--- src/rtl/pc_rx_dispatch_ctrl_if.sv ---
`default_nettype none
// ============================================================================
//  Module      : pc_rx_dispatch_ctrl_if
//  Description : Bundles the RX FIFO read port and the line-buffer write port
//                used by pc_rx_dispatch_ctrl.
//                master : the dispatch controller (drives fifo_rd and wr_*)
//                slave  : the FIFO / line-buffer side
//  Signals     : fifo_empty  RX FIFO empty flag
//                fifo_word   RX FIFO q, valid the cycle after fifo_rd
//                fifo_rd     RX FIFO read strobe (1-cycle pulse)
//                wr_valid    write request to the line buffer
//                wr_addr     write word address (ADDR_WIDTH bits)
//                wr_data     write data (32 bits)
//                wr_ready    line buffer accepts when wr_valid && wr_ready
//  Revision    : 1.0 - initial release
// ============================================================================
interface pc_rx_dispatch_ctrl_if #(
    parameter int ADDR_WIDTH = 16
);
    logic                  fifo_empty;
    logic [31:0]           fifo_word;
    logic                  fifo_rd;
    logic                  wr_valid;
    logic [ADDR_WIDTH-1:0] wr_addr;
    logic [31:0]           wr_data;
    logic                  wr_ready;

    modport master (
        input  fifo_empty,
        input  fifo_word,
        input  wr_ready,
        output fifo_rd,
        output wr_valid,
        output wr_addr,
        output wr_data
    );

    modport slave (
        output fifo_empty,
        output fifo_word,
        output wr_ready,
        input  fifo_rd,
        input  wr_valid,
        input  wr_addr,
        input  wr_data
    );
endinterface
`default_nettype wire

--- src/rtl/pc_rx_dispatch_ctrl.sv ---
`default_nettype none
// ============================================================================
//  Module      : pc_rx_dispatch_ctrl
//  Description : Drains 32-bit payload words from the PC_RX receive FIFO and
//                writes them sequentially (address 0, 1, 2, ...) into a
//                word-addressed line buffer. Completion of a packet is
//                signalled only once every payload word has been written.
//  Ports       : i_clock          system clock
//                i_reset_n        synchronous active-low reset
//                i_soft_reset     PC-commanded reset, same effect as reset
//                i_packet_command packet command, sampled with i_packet_done
//                i_packet_done    1-cycle pulse, decoder finished a packet
//                bus              FIFO read + line-buffer write port (master)
//                o_done           1-cycle pulse, packet fully written
//                o_done_command   command of completed packet (held)
//                o_done_count     words written for completed packet (held)
//                o_overflow       sticky, words discarded at MAX_WORDS
//                o_busy           high whenever the FSM is not idle
//  Revision    : 1.0 - initial release
// ============================================================================
module pc_rx_dispatch_ctrl #(
    parameter int ADDR_WIDTH = 16,
    parameter int MAX_WORDS  = 1024
) (
    input  wire                     i_clock,
    input  wire                     i_reset_n,
    input  wire                     i_soft_reset,
    input  wire                     i_packet_command,
    input  wire                     i_packet_done,
    pc_rx_dispatch_ctrl_if.master   bus,
    output logic                    o_done,
    output logic                    o_done_command,
    output logic [ADDR_WIDTH-1:0]   o_done_count,
    output logic                    o_overflow,
    output logic                    o_busy
);

    localparam logic [ADDR_WIDTH-1:0] c_max_words = ADDR_WIDTH'(MAX_WORDS);

    typedef enum logic [2:0] {
        S_IDLE    = 3'd0,
        S_RD_REQ  = 3'd1,
        S_RD_WAIT = 3'd2,
        S_WRITE   = 3'd3,
        S_FINISH  = 3'd4
    } state_t;

    state_t                state_q,      state_d;
    logic [ADDR_WIDTH-1:0] count_q,      count_d;
    logic                  pending_q,    pending_d;
    logic                  cmd_q,        cmd_d;
    logic [31:0]           data_q,       data_d;
    logic                  overflow_q,   overflow_d;
    logic [ADDR_WIDTH-1:0] done_count_q, done_count_d;
    logic                  done_cmd_q,   done_cmd_d;

    logic                  w_fifo_rd;
    logic                  w_wr_valid;
    logic                  w_done;

    // ------------------------------------------------------------------
    // State register
    // ------------------------------------------------------------------
    always_ff @(posedge i_clock) begin
        if (!i_reset_n || i_soft_reset) begin
            state_q      <= S_IDLE;
            count_q      <= '0;
            pending_q    <= 1'b0;
            cmd_q        <= 1'b0;
            data_q       <= '0;
            overflow_q   <= 1'b0;
            done_count_q <= '0;
            done_cmd_q   <= 1'b0;
        end else begin
            state_q      <= state_d;
            count_q      <= count_d;
            pending_q    <= pending_d;
            cmd_q        <= cmd_d;
            data_q       <= data_d;
            overflow_q   <= overflow_d;
            done_count_q <= done_count_d;
            done_cmd_q   <= done_cmd_d;
        end
    end

    // ------------------------------------------------------------------
    // Next-state and output logic
    // ------------------------------------------------------------------
    always_comb begin
        state_d      = state_q;
        count_d      = count_q;
        pending_d    = pending_q;
        cmd_d        = cmd_q;
        data_d       = data_q;
        overflow_d   = overflow_q;
        done_count_d = done_count_q;
        done_cmd_d   = done_cmd_q;
        w_fifo_rd    = 1'b0;
        w_wr_valid   = 1'b0;
        w_done       = 1'b0;

        case (state_q)
            S_IDLE: begin
                // Draining the FIFO always takes priority over completion, so
                // a packet only finishes once no payload word is left behind.
                if (!bus.fifo_empty) begin
                    state_d = S_RD_REQ;
                end else if (pending_q) begin
                    state_d      = S_FINISH;
                    // Completion values are captured on entry so they are
                    // already valid while o_done is high. A packet_done in
                    // this same cycle merges into the packet being closed.
                    done_count_d = count_q;
                    done_cmd_d   = i_packet_done ? i_packet_command : cmd_q;
                end
            end

            S_RD_REQ: begin
                // The empty check is defensive: nothing else reads the FIFO,
                // so it cannot drain between IDLE and here.
                if (!bus.fifo_empty) begin
                    w_fifo_rd = 1'b1;
                    state_d   = S_RD_WAIT;
                end else begin
                    state_d   = S_IDLE;
                end
            end

            S_RD_WAIT: begin
                if (count_q < c_max_words) begin
                    data_d  = bus.fifo_word;
                    state_d = S_WRITE;
                end else begin
                    overflow_d = 1'b1;
                    state_d    = S_IDLE;
                end
            end

            S_WRITE: begin
                w_wr_valid = 1'b1;
                if (bus.wr_ready) begin
                    // count_q < MAX_WORDS here, so this cannot pass the cap.
                    count_d = count_q + ADDR_WIDTH'(1);
                    state_d = S_IDLE;
                end
            end

            S_FINISH: begin
                w_done    = 1'b1;
                count_d   = '0;
                pending_d = 1'b0;
                state_d   = S_IDLE;
            end

            default: begin
                state_d = S_IDLE;
            end
        endcase

        // A packet boundary in any state, including FINISH, opens (or
        // merges into) the pending packet; it overrides the FINISH clear.
        if (i_packet_done) begin
            pending_d = 1'b1;
            cmd_d     = i_packet_command;
        end
    end

    assign bus.fifo_rd     = w_fifo_rd;
    assign bus.wr_valid    = w_wr_valid;
    assign bus.wr_addr     = count_q;
    assign bus.wr_data     = data_q;

    assign o_done          = w_done;
    assign o_done_command  = done_cmd_q;
    assign o_done_count    = done_count_q;
    assign o_overflow      = overflow_q;
    assign o_busy          = (state_q != S_IDLE);

endmodule
`default_nettype wire

--- src/flat_wrapper.sv ---
// flat-port wrapper written by rule: the top's interface ports become plain ports
module pc_rx_dispatch_ctrl_flat 
#(
    parameter int ADDR_WIDTH = 16,
    parameter int MAX_WORDS  = 1024
)
  (i_clock, i_reset_n, i_soft_reset, i_packet_command, i_packet_done, o_done, o_done_command, o_done_count, o_overflow, o_busy, bus_fifo_empty, bus_fifo_word, bus_wr_ready, bus_fifo_rd, bus_wr_valid, bus_wr_addr, bus_wr_data);
  pc_rx_dispatch_ctrl_if #(.ADDR_WIDTH(ADDR_WIDTH)) bus_i ();
  input  wire i_clock;
  input  wire i_reset_n;
  input  wire i_soft_reset;
  input  wire i_packet_command;
  input  wire i_packet_done;
  output logic o_done;
  output logic o_done_command;
  output logic [ADDR_WIDTH-1:0] o_done_count;
  output logic o_overflow;
  output logic o_busy;
  input wire logic [$bits(bus_i.fifo_empty)-1:0] bus_fifo_empty;
  input wire logic [$bits(bus_i.fifo_word)-1:0] bus_fifo_word;
  input wire logic [$bits(bus_i.wr_ready)-1:0] bus_wr_ready;
  output wire logic [$bits(bus_i.fifo_rd)-1:0] bus_fifo_rd;
  output wire logic [$bits(bus_i.wr_valid)-1:0] bus_wr_valid;
  output wire logic [$bits(bus_i.wr_addr)-1:0] bus_wr_addr;
  output wire logic [$bits(bus_i.wr_data)-1:0] bus_wr_data;
  assign bus_i.fifo_empty = bus_fifo_empty;
  assign bus_i.fifo_word = bus_fifo_word;
  assign bus_i.wr_ready = bus_wr_ready;
  assign bus_fifo_rd = bus_i.fifo_rd;
  assign bus_wr_valid = bus_i.wr_valid;
  assign bus_wr_addr = bus_i.wr_addr;
  assign bus_wr_data = bus_i.wr_data;
  pc_rx_dispatch_ctrl #(.ADDR_WIDTH(ADDR_WIDTH), .MAX_WORDS(MAX_WORDS)) u_core (.i_clock(i_clock), .i_reset_n(i_reset_n), .i_soft_reset(i_soft_reset), .i_packet_command(i_packet_command), .i_packet_done(i_packet_done), .bus(bus_i), .o_done(o_done), .o_done_command(o_done_command), .o_done_count(o_done_count), .o_overflow(o_overflow), .o_busy(o_busy));
endmodule
--- config.mk ---
export PLATFORM = sky130hd
export DESIGN_NAME = pc_rx_dispatch_ctrl_flat
export DESIGN_NICKNAME = d
export VERILOG_FILES = /design/src/rtl/pc_rx_dispatch_ctrl_if.sv /design/src/rtl/pc_rx_dispatch_ctrl.sv /design/src/flat_wrapper.sv
export SDC_FILE = /design/constraint.sdc
export NUM_CORES = 1
export LEC_CHECK = 0
export BUFFER_PORTS_ARGS = -buffer_cell sky130_fd_sc_hd__buf_4
export CORE_UTILIZATION = 45
export CTS_BUF_LIST = sky130_fd_sc_hd__clkbuf_8
export CTS_CLUSTER_SIZE = 12
export DETAILED_ROUTE_END_ITERATION = 10
export PLACE_DENSITY = 0.86
export SETUP_SLACK_MARGIN = 0.4
export SKIP_CTS_REPAIR_TIMING = 1
export SLEW_MARGIN = 40
export SYNTH_ARGS = -nofsm -noshare
export SYNTH_HDL_FRONTEND = slang
export SYNTH_SLANG_ARGS = --single-unit
--- constraint.sdc ---
create_clock -name i_clock -period 1.6 [get_ports i_clock]
set_input_delay 0.4 -clock i_clock [delete_from_list [all_inputs] [get_ports i_clock]]
set_output_delay 0.4 -clock i_clock [all_outputs]
set_load 0.1 [all_outputs]
==> metrics.md, run 1 <==
| Metric | Value |
|---|---|
| Initial Util | 48.0% |
| Post-synthesis register bit count | 71 |
| Routability congestion estimate | 0.770 |
| Die Height | 79.6 um |
| Port bufs | 108 |
| Placed Cells | 478 |
| Sink Count | 71 |
| Cell Area, Synth | 2710 um2 |
| Site Rows | 27 |
| Post-synthesis instance total | 294 |
| Status | aborted with a tool error |
| DP HPWL | 4.97 mm |
| Worst End Pin Type | primary output |
| Failed at | 5_1_grt |
| Error | [ERROR DPL-0038] Utilization greater than 100%, impossible to legalize |
| Die outline width | 79.6 um |
| Clock Tree Buf Depth | 2 |
| Ports | 109 |
| Syn_nets | 334 |
| Pin count of the biggest net entering global routing | 34 |
| Syn_area_per_cell | 9.21 um2 |
| Htree depth | 3 |
| Post-DP Area | 3980 um2 |
| Synth warn | 0 |
| Post-GRT worst EP | bus_fifo_rd |
| Synth unique cells | 33 |
| TritonCTS buffer count | 9 |
| Seq/Total Area, Yosys | 52.5% |
| CTS root buf | clkbuf_8 |
-- stage by stage --
stage	setup TNS, ns	setup slack [ns]	utilization (%)	hold slack (ns)
after CTS	-1.07	-0.322	73.3	0.285
after detailed placement	-0.275	-0.126	70.5	0.443
after floorplan	-1.24	-0.298	-	0.457
after global placement	-0.170	-0.108	70.5	0.439
-- logic make-up after synthesis --
logic type / synth area share (%)
mux: 12.2
buf+inv: 3.28
xor+xnor: 3.88
simple gates: 21.4
flops: 52.5
fa+ha+maj: 0.462
compound gates: 6.29
-- synth_stat cells --
cell type / n / area share (%)
a211oi_1: 2 / 0.55
a21oi_1: 21 / 3.9
a31oi_1: 1 / 0.23
and3_1: 1 / 0.23
and4_1: 1 / 0.32
and4b_1: 1 / 0.37
buf_2: 5 / 0.92
buf_4: 1 / 0.28
clkbuf_1: 9 / 1.2
dfxtp_1: 71 / 53
ha_1: 1 / 0.46
inv_1: 6 / 0.83
mux2i_1: 33 / 12
nand2_1: 40 / 5.5
nand2b_1: 1 / 0.23
nand3_1: 5 / 0.92
nand3b_1: 1 / 0.28
nand4_1: 4 / 0.92
nand4_4: 1 / 0.79
nand4b_1: 1 / 0.32
nor2_1: 53 / 7.4
nor2b_1: 1 / 0.23
nor3_1: 2 / 0.37
nor4_1: 5 / 1.2
nor4b_1: 2 / 0.65
o2111ai_1: 1 / 0.32
o21a_1: 2 / 0.55
o21ai_0: 4 / 0.74
or3_1: 4 / 0.92
or3b_2: 1 / 0.32
or4_4: 1 / 0.42
xnor2_1: 10 / 3.2
xor2_1: 2 / 0.65
==> run 2, diff against run 1 <==
--- a/config.mk
+++ b/config.mk
@@ -6,12 +6,9 @@
 export NUM_CORES = 1
 export LEC_CHECK = 0
 export BUFFER_PORTS_ARGS = -buffer_cell sky130_fd_sc_hd__buf_4
-export CORE_UTILIZATION = 45
-export CTS_BUF_LIST = sky130_fd_sc_hd__clkbuf_8
-export CTS_CLUSTER_SIZE = 12
+export CORE_UTILIZATION = 40
 export DETAILED_ROUTE_END_ITERATION = 10
-export PLACE_DENSITY = 0.86
-export SETUP_SLACK_MARGIN = 0.4
+export PLACE_DENSITY_LB_ADDON = 0.15
 export SKIP_CTS_REPAIR_TIMING = 1
 export SLEW_MARGIN = 40
 export SYNTH_ARGS = -nofsm -noshare
==> constraint.sdc (replaced) <==
create_clock -name i_clock -period 2.1 [get_ports i_clock]
set_input_delay 0.525 -clock i_clock [delete_from_list [all_inputs] [get_ports i_clock]]
set_output_delay 0.525 -clock i_clock [all_outputs]
set_load 0.1 [all_outputs]
==> metrics.md, run 2 <==
| Metric | Value |
|---|---|
| Syn_area_per_cell | 9.21 um2 |
| Via count | 2,386 |
| Final Setup Violations | 0 |
| Worst-Skew Late Latency | 0.34 ns |
| Synth unique cells | 33 |
| Cell Area, Synth | 2710 um2 |
| Period Utilization, post-route | 96.5% |
| Final WL | 6.56 mm |
| Highest cell delay on the worst timing path | 0.45 ns |
| Die Footprint | 7100 um2 |
| Synth warn | 0 |
| Worst EP required | 1.57 ns |
| Layout Nets | 446 |
| Die outline width | 84.3 um |
| Worst clock skew | 0.00713 ns |
| Synth Flop Type | dfxtp_1 |
| Fin. Hold Viols | 0 |
| Diodes inserted | 0 |
| Post-DRT Antenna Nets | 0 |
| RSZ-0062 raised after global routing | false |
| Drt pass-1 iters | 7 |
| Clock power share | 42.0% |
| Fillcell total | 605 |
| Most frequent cell after synthesis | dfxtp_1 |
| Critical path capture point type | primary output |
| Cell Chain, Critical Path | or3b_4, clkinvlp_4, buf_8 |
| Synth area leader | dfxtp_1 |
| WHS Endpoint | u_core.bus.wr_data[26] |
| Syn_nets | 334 |
| First-pass GRT wire length | 10.7 mm |
| Sink Count | 71 |
| Crit start category | register |
| Die Height | 84.3 um |
| Minimum clock period | 2.03 ns |
| Pwr/cell area | 676 nW/um2 |
| Synth cell count leaders | dfxtp_1 (71), nor2_1 (53), nand2_1 (40), mux2i_1 (33), a21oi_1 (21) |
| Synthesis-to-layout area growth | 42.2% |
| Clock Tree Buf Depth | 2 |
| Setup slack after layout | 0.0726 ns |
| Vias per cell | 4.89 |
| Pre-CTS setup slack | 0.181 ns |
| Routability congestion estimate | 0.796 |
| DRC viols | 10 |
| Peak supply drop | 0.000508 V |
| Post-synthesis instance total | 294 |
| Register Area | 1430 um2 |
| WL/cell | 13.5 um |
| Seq/Total Area, Yosys | 52.5% |
| RR Endpoint | u_core.bus.wr_addr[14] |
| Global route total overflow | 0 |
| Reg-to-reg slack, setup | 0.25 ns |
| Clk slew on worst S/H paths | 0.08 ns |
| Post-synth EDFFs | 0 |
| Area contributors post-synth | dfxtp_1 (53%), mux2i_1 (12%), nor2_1 (7.4%) |
| Commonest non-fill, non-tap cell in the layout | buf_4 |
| Overall Power | 2.60 mW |
| Pleak | 1.80 nW |
| Logic pwr share | 5.9% |
| Port bufs | 108 |
| TritonCTS buffer count | 9 |
| Initial antenna violation count | 0 |
| GRT Overall Usage | 19.4% |
| Ports | 109 |
| Max-slew headroom | 63.3% |
| Switching power | 0.608 mW |
| Post-synth ARST share | 0% |
| Share of the synthesized area in the top cell type | 52.5% |
| Commonest cells after routing, fill and taps aside | buf_4 (115), dfxtp_1 (62), nor2_1 (53), nand2_1 (40), mux2i_1 (33) |
| Hold Crit Depth | 3 |
| Crit Path Category | reg2out |
| Worst-margin pin slew | 0.550 ns |
| Status | finished with violations |
| CTS tree | done |
| Max-cap viol count | 0 |
| Largest register FFs | 32 |
| Slowest cell on crit path | or3b_4 |
| Hold Crit Class | in2reg |
| Post-synthesis register bit count | 71 |
| Top Family by Delay on Critical Path | simple AND/OR/NAND/NOR gates |
| Worst r2r src | u_core.state_q[1] |
| Pin count of the biggest net entering global routing | 34 |
| Initial Util | 42.1% |
| DP HPWL | 4.70 mm |
| Fmax | 0.493 GHz |
| Worst Path Max Fanout | 8 |
| Min-Delay Startpoint | bus_fifo_word[26] |
| Buf/Inv on CP | 2 |
| Core area | 6420 um2 |
| Vias in the first global route | 2,195 |
| Flop pwr share | 52.1% |
| Slew Viols, Final | 0 |
| Site Rows | 29 |
| Cell internal pwr | 1.99 mW |
| Net Sw Frac | 23.4% |
| CTS root buf | clkbuf_8 |
| Fraction of layout cells with a size suffix above 1 | 35.8% |
| Htree depth | 3 |
| Iter 0 DRT Violations | 121 |
| Area occupied by multi-input gates | 1220 um2 |
| Failing checks | design-rule violations |
| FF-to-FF path depth | 4 |
| Util after Layout | 59.9% |
| CP arrival | 1.50 ns |
==> run 2: worst min-delay path, stage by stage <==
cell and delay [ns]:
buf_4 0.08, mux2i_1 0.05, nor2_1 0.07
==> run 2: layer usage <==
layer | vias to the layer above | share of wire [%] | GRT usage, %
met5 | - | 0 | 0
met4 | 0 | 3.1 | 11.8
met3 | 14 | 6.9 | 5.70
met2 | 81 | 47 | 30.9
met1 | 1073 | 43 | 23.1
li1 | 1218 | - | -
==> run 2: cell families (layout without fill, tap and decap cells) <==
family	Yosys count	after routing	share of synthesized area, %
AND/OR/NAND/NOR	125	125	21.4
flip-flops	71	71	52.5
multiplexers	33	33	12.2
AO/OA/AOI/OAI	31	31	6.29
buffers and inverters	21	138	3.28
XOR/XNOR	12	12	3.88
adder cells (fa/ha/maj)	1	1	0.462
==> run 2: power by group through the flow <==
stage / Sequential [mW] / Clock [mW] / Combinational (mW)
global placement: 1.39 / 0 / 0.152
finish: 1.35 / 1.09 / 0.153
global route: 1.36 / 1.19 / 0.164
detailed placement: 1.39 / 0 / 0.153
CTS: 1.35 / 1.12 / 0.154
floorplan: 1.40 / 0 / 0.0626
==> run 2: area by class of cell <==
class	count	share of cell area (%)
clock inverters	6	1.56
inverters	6	0.683
well taps	77	2.50
multi-input cells	202	31.6
repair buffers	116	22.8
clock buffers	10	3.58
flip-flops and latches	71	37.2
==> run 2: per-stage QoR <==
stage / std cells / instance area, um2 / hold WS (ns) / TNS (ns)
4_1_cts: 488 / 3840 / 0.394 / -0.190
5_1_grt: 488 / 3850 / 0.389 / 0
6_report: 488 / 3850 / 0.406 / 0
3_5_place_dp: 472 / 3640 / 0.448 / 0
3_3_place_gp: 472 / 3640 / 0.443 / 0
2_1_floorplan: 294 / 2740 / 0.457 / -0.0111
==> run 2: how the worst max path moves through the flow <==
| stage | start | endpoint | depth (start not counted) |
|---|---|---|---|
| 3_3_place_gp | bus_wr_ready | u_core.bus.wr_addr[14] | 5 |
| 5_1_grt | u_core.state_q[1] | o_done | 3 |
| 4_1_cts | u_core.state_q[2] | o_done | 3 |
| 2_1_floorplan | bus_fifo_empty | bus_fifo_rd | 1 |
| 6_report | u_core.state_q[1] | o_done | 3 |
| 3_5_place_dp | bus_wr_ready | u_core.bus.wr_addr[14] | 5 |
Power figures use the tool's default switching activity.
==> run 3, diff against run 2 <==
--- a/config.mk
+++ b/config.mk
@@ -6,6 +6,7 @@
 export NUM_CORES = 1
 export LEC_CHECK = 0
 export BUFFER_PORTS_ARGS = -buffer_cell sky130_fd_sc_hd__buf_4
+export CORE_ASPECT_RATIO = 0.7
 export CORE_UTILIZATION = 40
 export DETAILED_ROUTE_END_ITERATION = 10
 export PLACE_DENSITY_LB_ADDON = 0.15
==> metrics.md, run 3 (synthesized netlist as in run 2, its figures left out) <==
| Metric | Value |
|---|---|
| Clk slew on worst S/H paths | 0.08 ns |
| DRC viols | 0 |
| CTS root buf | clkbuf_8 |
| First-pass GRT wire length | 10.7 mm |
| Util after Layout | 60.6% |
| Cell Chain, Critical Path | or3b_4, clkinvlp_4, buf_6 |
| Initial Util | 42.5% |
| Worst Path Max Fanout | 8 |
| Crit path to | o_done |
| Port bufs | 108 |
| Max-slew headroom | 64.1% |
| Die Height | 70.8 um |
| Commonest cells after routing, fill and taps aside | buf_4 (115), dfxtp_1 (62), nor2_1 (53), nand2_1 (40), mux2i_1 (33) |
| CTS tree | done |
| Fin cells | 502 |
| Largest register FFs | 32 |
| Area occupied by multi-input gates | 1220 um2 |
| Drt pass-1 iters | 4 |
| Critical path capture point type | primary output |
| TritonCTS buffer count | 9 |
| Clock Tree Buf Depth | 2 |
| Iter 0 DRT Violations | 91 |
| CP arrival | 1.49 ns |
| Peak supply drop | 0.000348 V |
| Status | finished clean |
| Slowest cell on crit path | or3b_4 |
| Fillcell total | 577 |
| Minimum clock period | 2.01 ns |
| CP Depth | 3 |
| FF-to-FF path depth | 4 |
| Layout Nets | 446 |
| Final Setup Violations | 0 |
| Worst r2r src | u_core.state_q[1] |
| Crit path launch | u_core.state_q[1] |
| Ports | 109 |
| Fin Setup TNS | 0 ns |
| Fraction of layout cells with a size suffix above 1 | 35.8% |
| Slew Viols, Final | 0 |
| Pwr/cell area | 674 nW/um2 |
| WL/cell | 13.4 um |
| GR Util met1 | 26.9% |
| Fin. Hold Viols | 0 |
| Synthesis-to-layout area growth | 42.6% |
| Top Family by Delay on Critical Path | simple AND/OR/NAND/NOR gates |
| Crit start category | register |
| Vias in the first global route | 2,207 |
| Via count | 2,415 |
| Site Rows | 24 |
| Period Utilization, post-route | 95.9% |
| Pleak | 1.80 nW |
| Commonest non-fill, non-tap cell in the layout | buf_4 |
| Pre-CTS setup slack | 0.142 ns |
| Non-Filler Cell Area, Final | 3860 um2 |
| Die Footprint | 7100 um2 |
| Worst EP required | 1.57 ns |
| Vias per cell | 4.81 |
| Met2 global-route usage | 28.2% |
| Core area | 6370 um2 |
| Hold WS | 0.408 ns |
| Post-DRT Antenna Nets | 0 |
| Post-DP Area | 3660 um2 |
| Hold Crit Class | in2reg |
| Initial antenna violation count | 0 |
| Die outline width | 100 um |
| RR Endpoint | u_core.bus.wr_addr[14] |
| Crit Path Category | reg2out |
| Diodes inserted | 0 |
| GRT Overall Usage | 19.5% |
| Max-cap viol count | 0 |
| Global route total overflow | 0 |
| Sink Count | 71 |
| Setup slack after layout | 0.0857 ns |
| Worst-margin pin slew | 0.539 ns |
| Placed Cells | 486 |
| Htree depth | 3 |
| Pin count of the biggest net entering global routing | 33 |
| Overall Power | 2.60 mW |
| Worst clock skew | 0.0111 ns |
| RSZ-0062 raised after global routing | false |
| GR Layer Usage met3 | 6.92% |
| Worst-Skew Late Latency | 0.34 ns |
| Final WL | 6.71 mm |
| Register Area | 1430 um2 |
| Routability congestion estimate | 0.843 |
| Gr busiest metal | met2 |
| Reg-to-reg slack, setup | 0.21 ns |
| DP HPWL | 4.74 mm |
| Buf/Inv on CP | 2 |
| Highest cell delay on the worst timing path | 0.44 ns |
| Fmax | 0.496 GHz |
run 3: worst min path at each step:
stage | startpoint | end | cells after the start
2_1_floorplan | u_core.cmd_q | u_core.cmd_q | 2
3_3_place_gp | u_core.o_done_count[10] | u_core.o_done_count[10] | 2
3_5_place_dp | u_core.o_done_count[9] | u_core.o_done_count[9] | 2
4_1_cts | bus_fifo_word[30] | u_core.bus.wr_data[30] | 3
5_1_grt | bus_fifo_word[31] | u_core.bus.wr_data[31] | 3
6_report | bus_fifo_word[30] | u_core.bus.wr_data[30] | 3
run 3: per-layer routing:
layer	up-vias	share of wire (%)
met5	-	0
met4	0	0.69
met3	6	6.9
met2	81	44
met1	1110	49
li1	1218	-
run 3: worst register-to-register path: cells and delay by family, from the launching register on:
kind | cells | cell delay, ns
DFF | 1 | 0.50
and+or+nand+nor | 3 | 1.20
AOI/OAI and AO/OA | 1 | 0.14
run 3: power breakdown:
| group | switching, mW | total (mW) | internal, mW | leakage, nW |
|---|---|---|---|---|
| combinational | 0.0875 | 0.157 | 0.0698 | 1.12 |
| clock | 0.513 | 1.09 | 0.577 | 0.106 |
| sequential | 0.00456 | 1.35 | 1.35 | 0.577 |
| total | 0.605 | 2.60 | 2.00 | 1.80 |
run 3: layout make-up:
type                    count  share of cell area [%]
flip-flops and latches     71                    37.1
multi-input cells         202                    31.5
repair buffers            116                    22.7
clock buffers              10                    3.57
well taps                  91                    2.95
clock inverters             6                    1.52
inverters                   6                   0.681
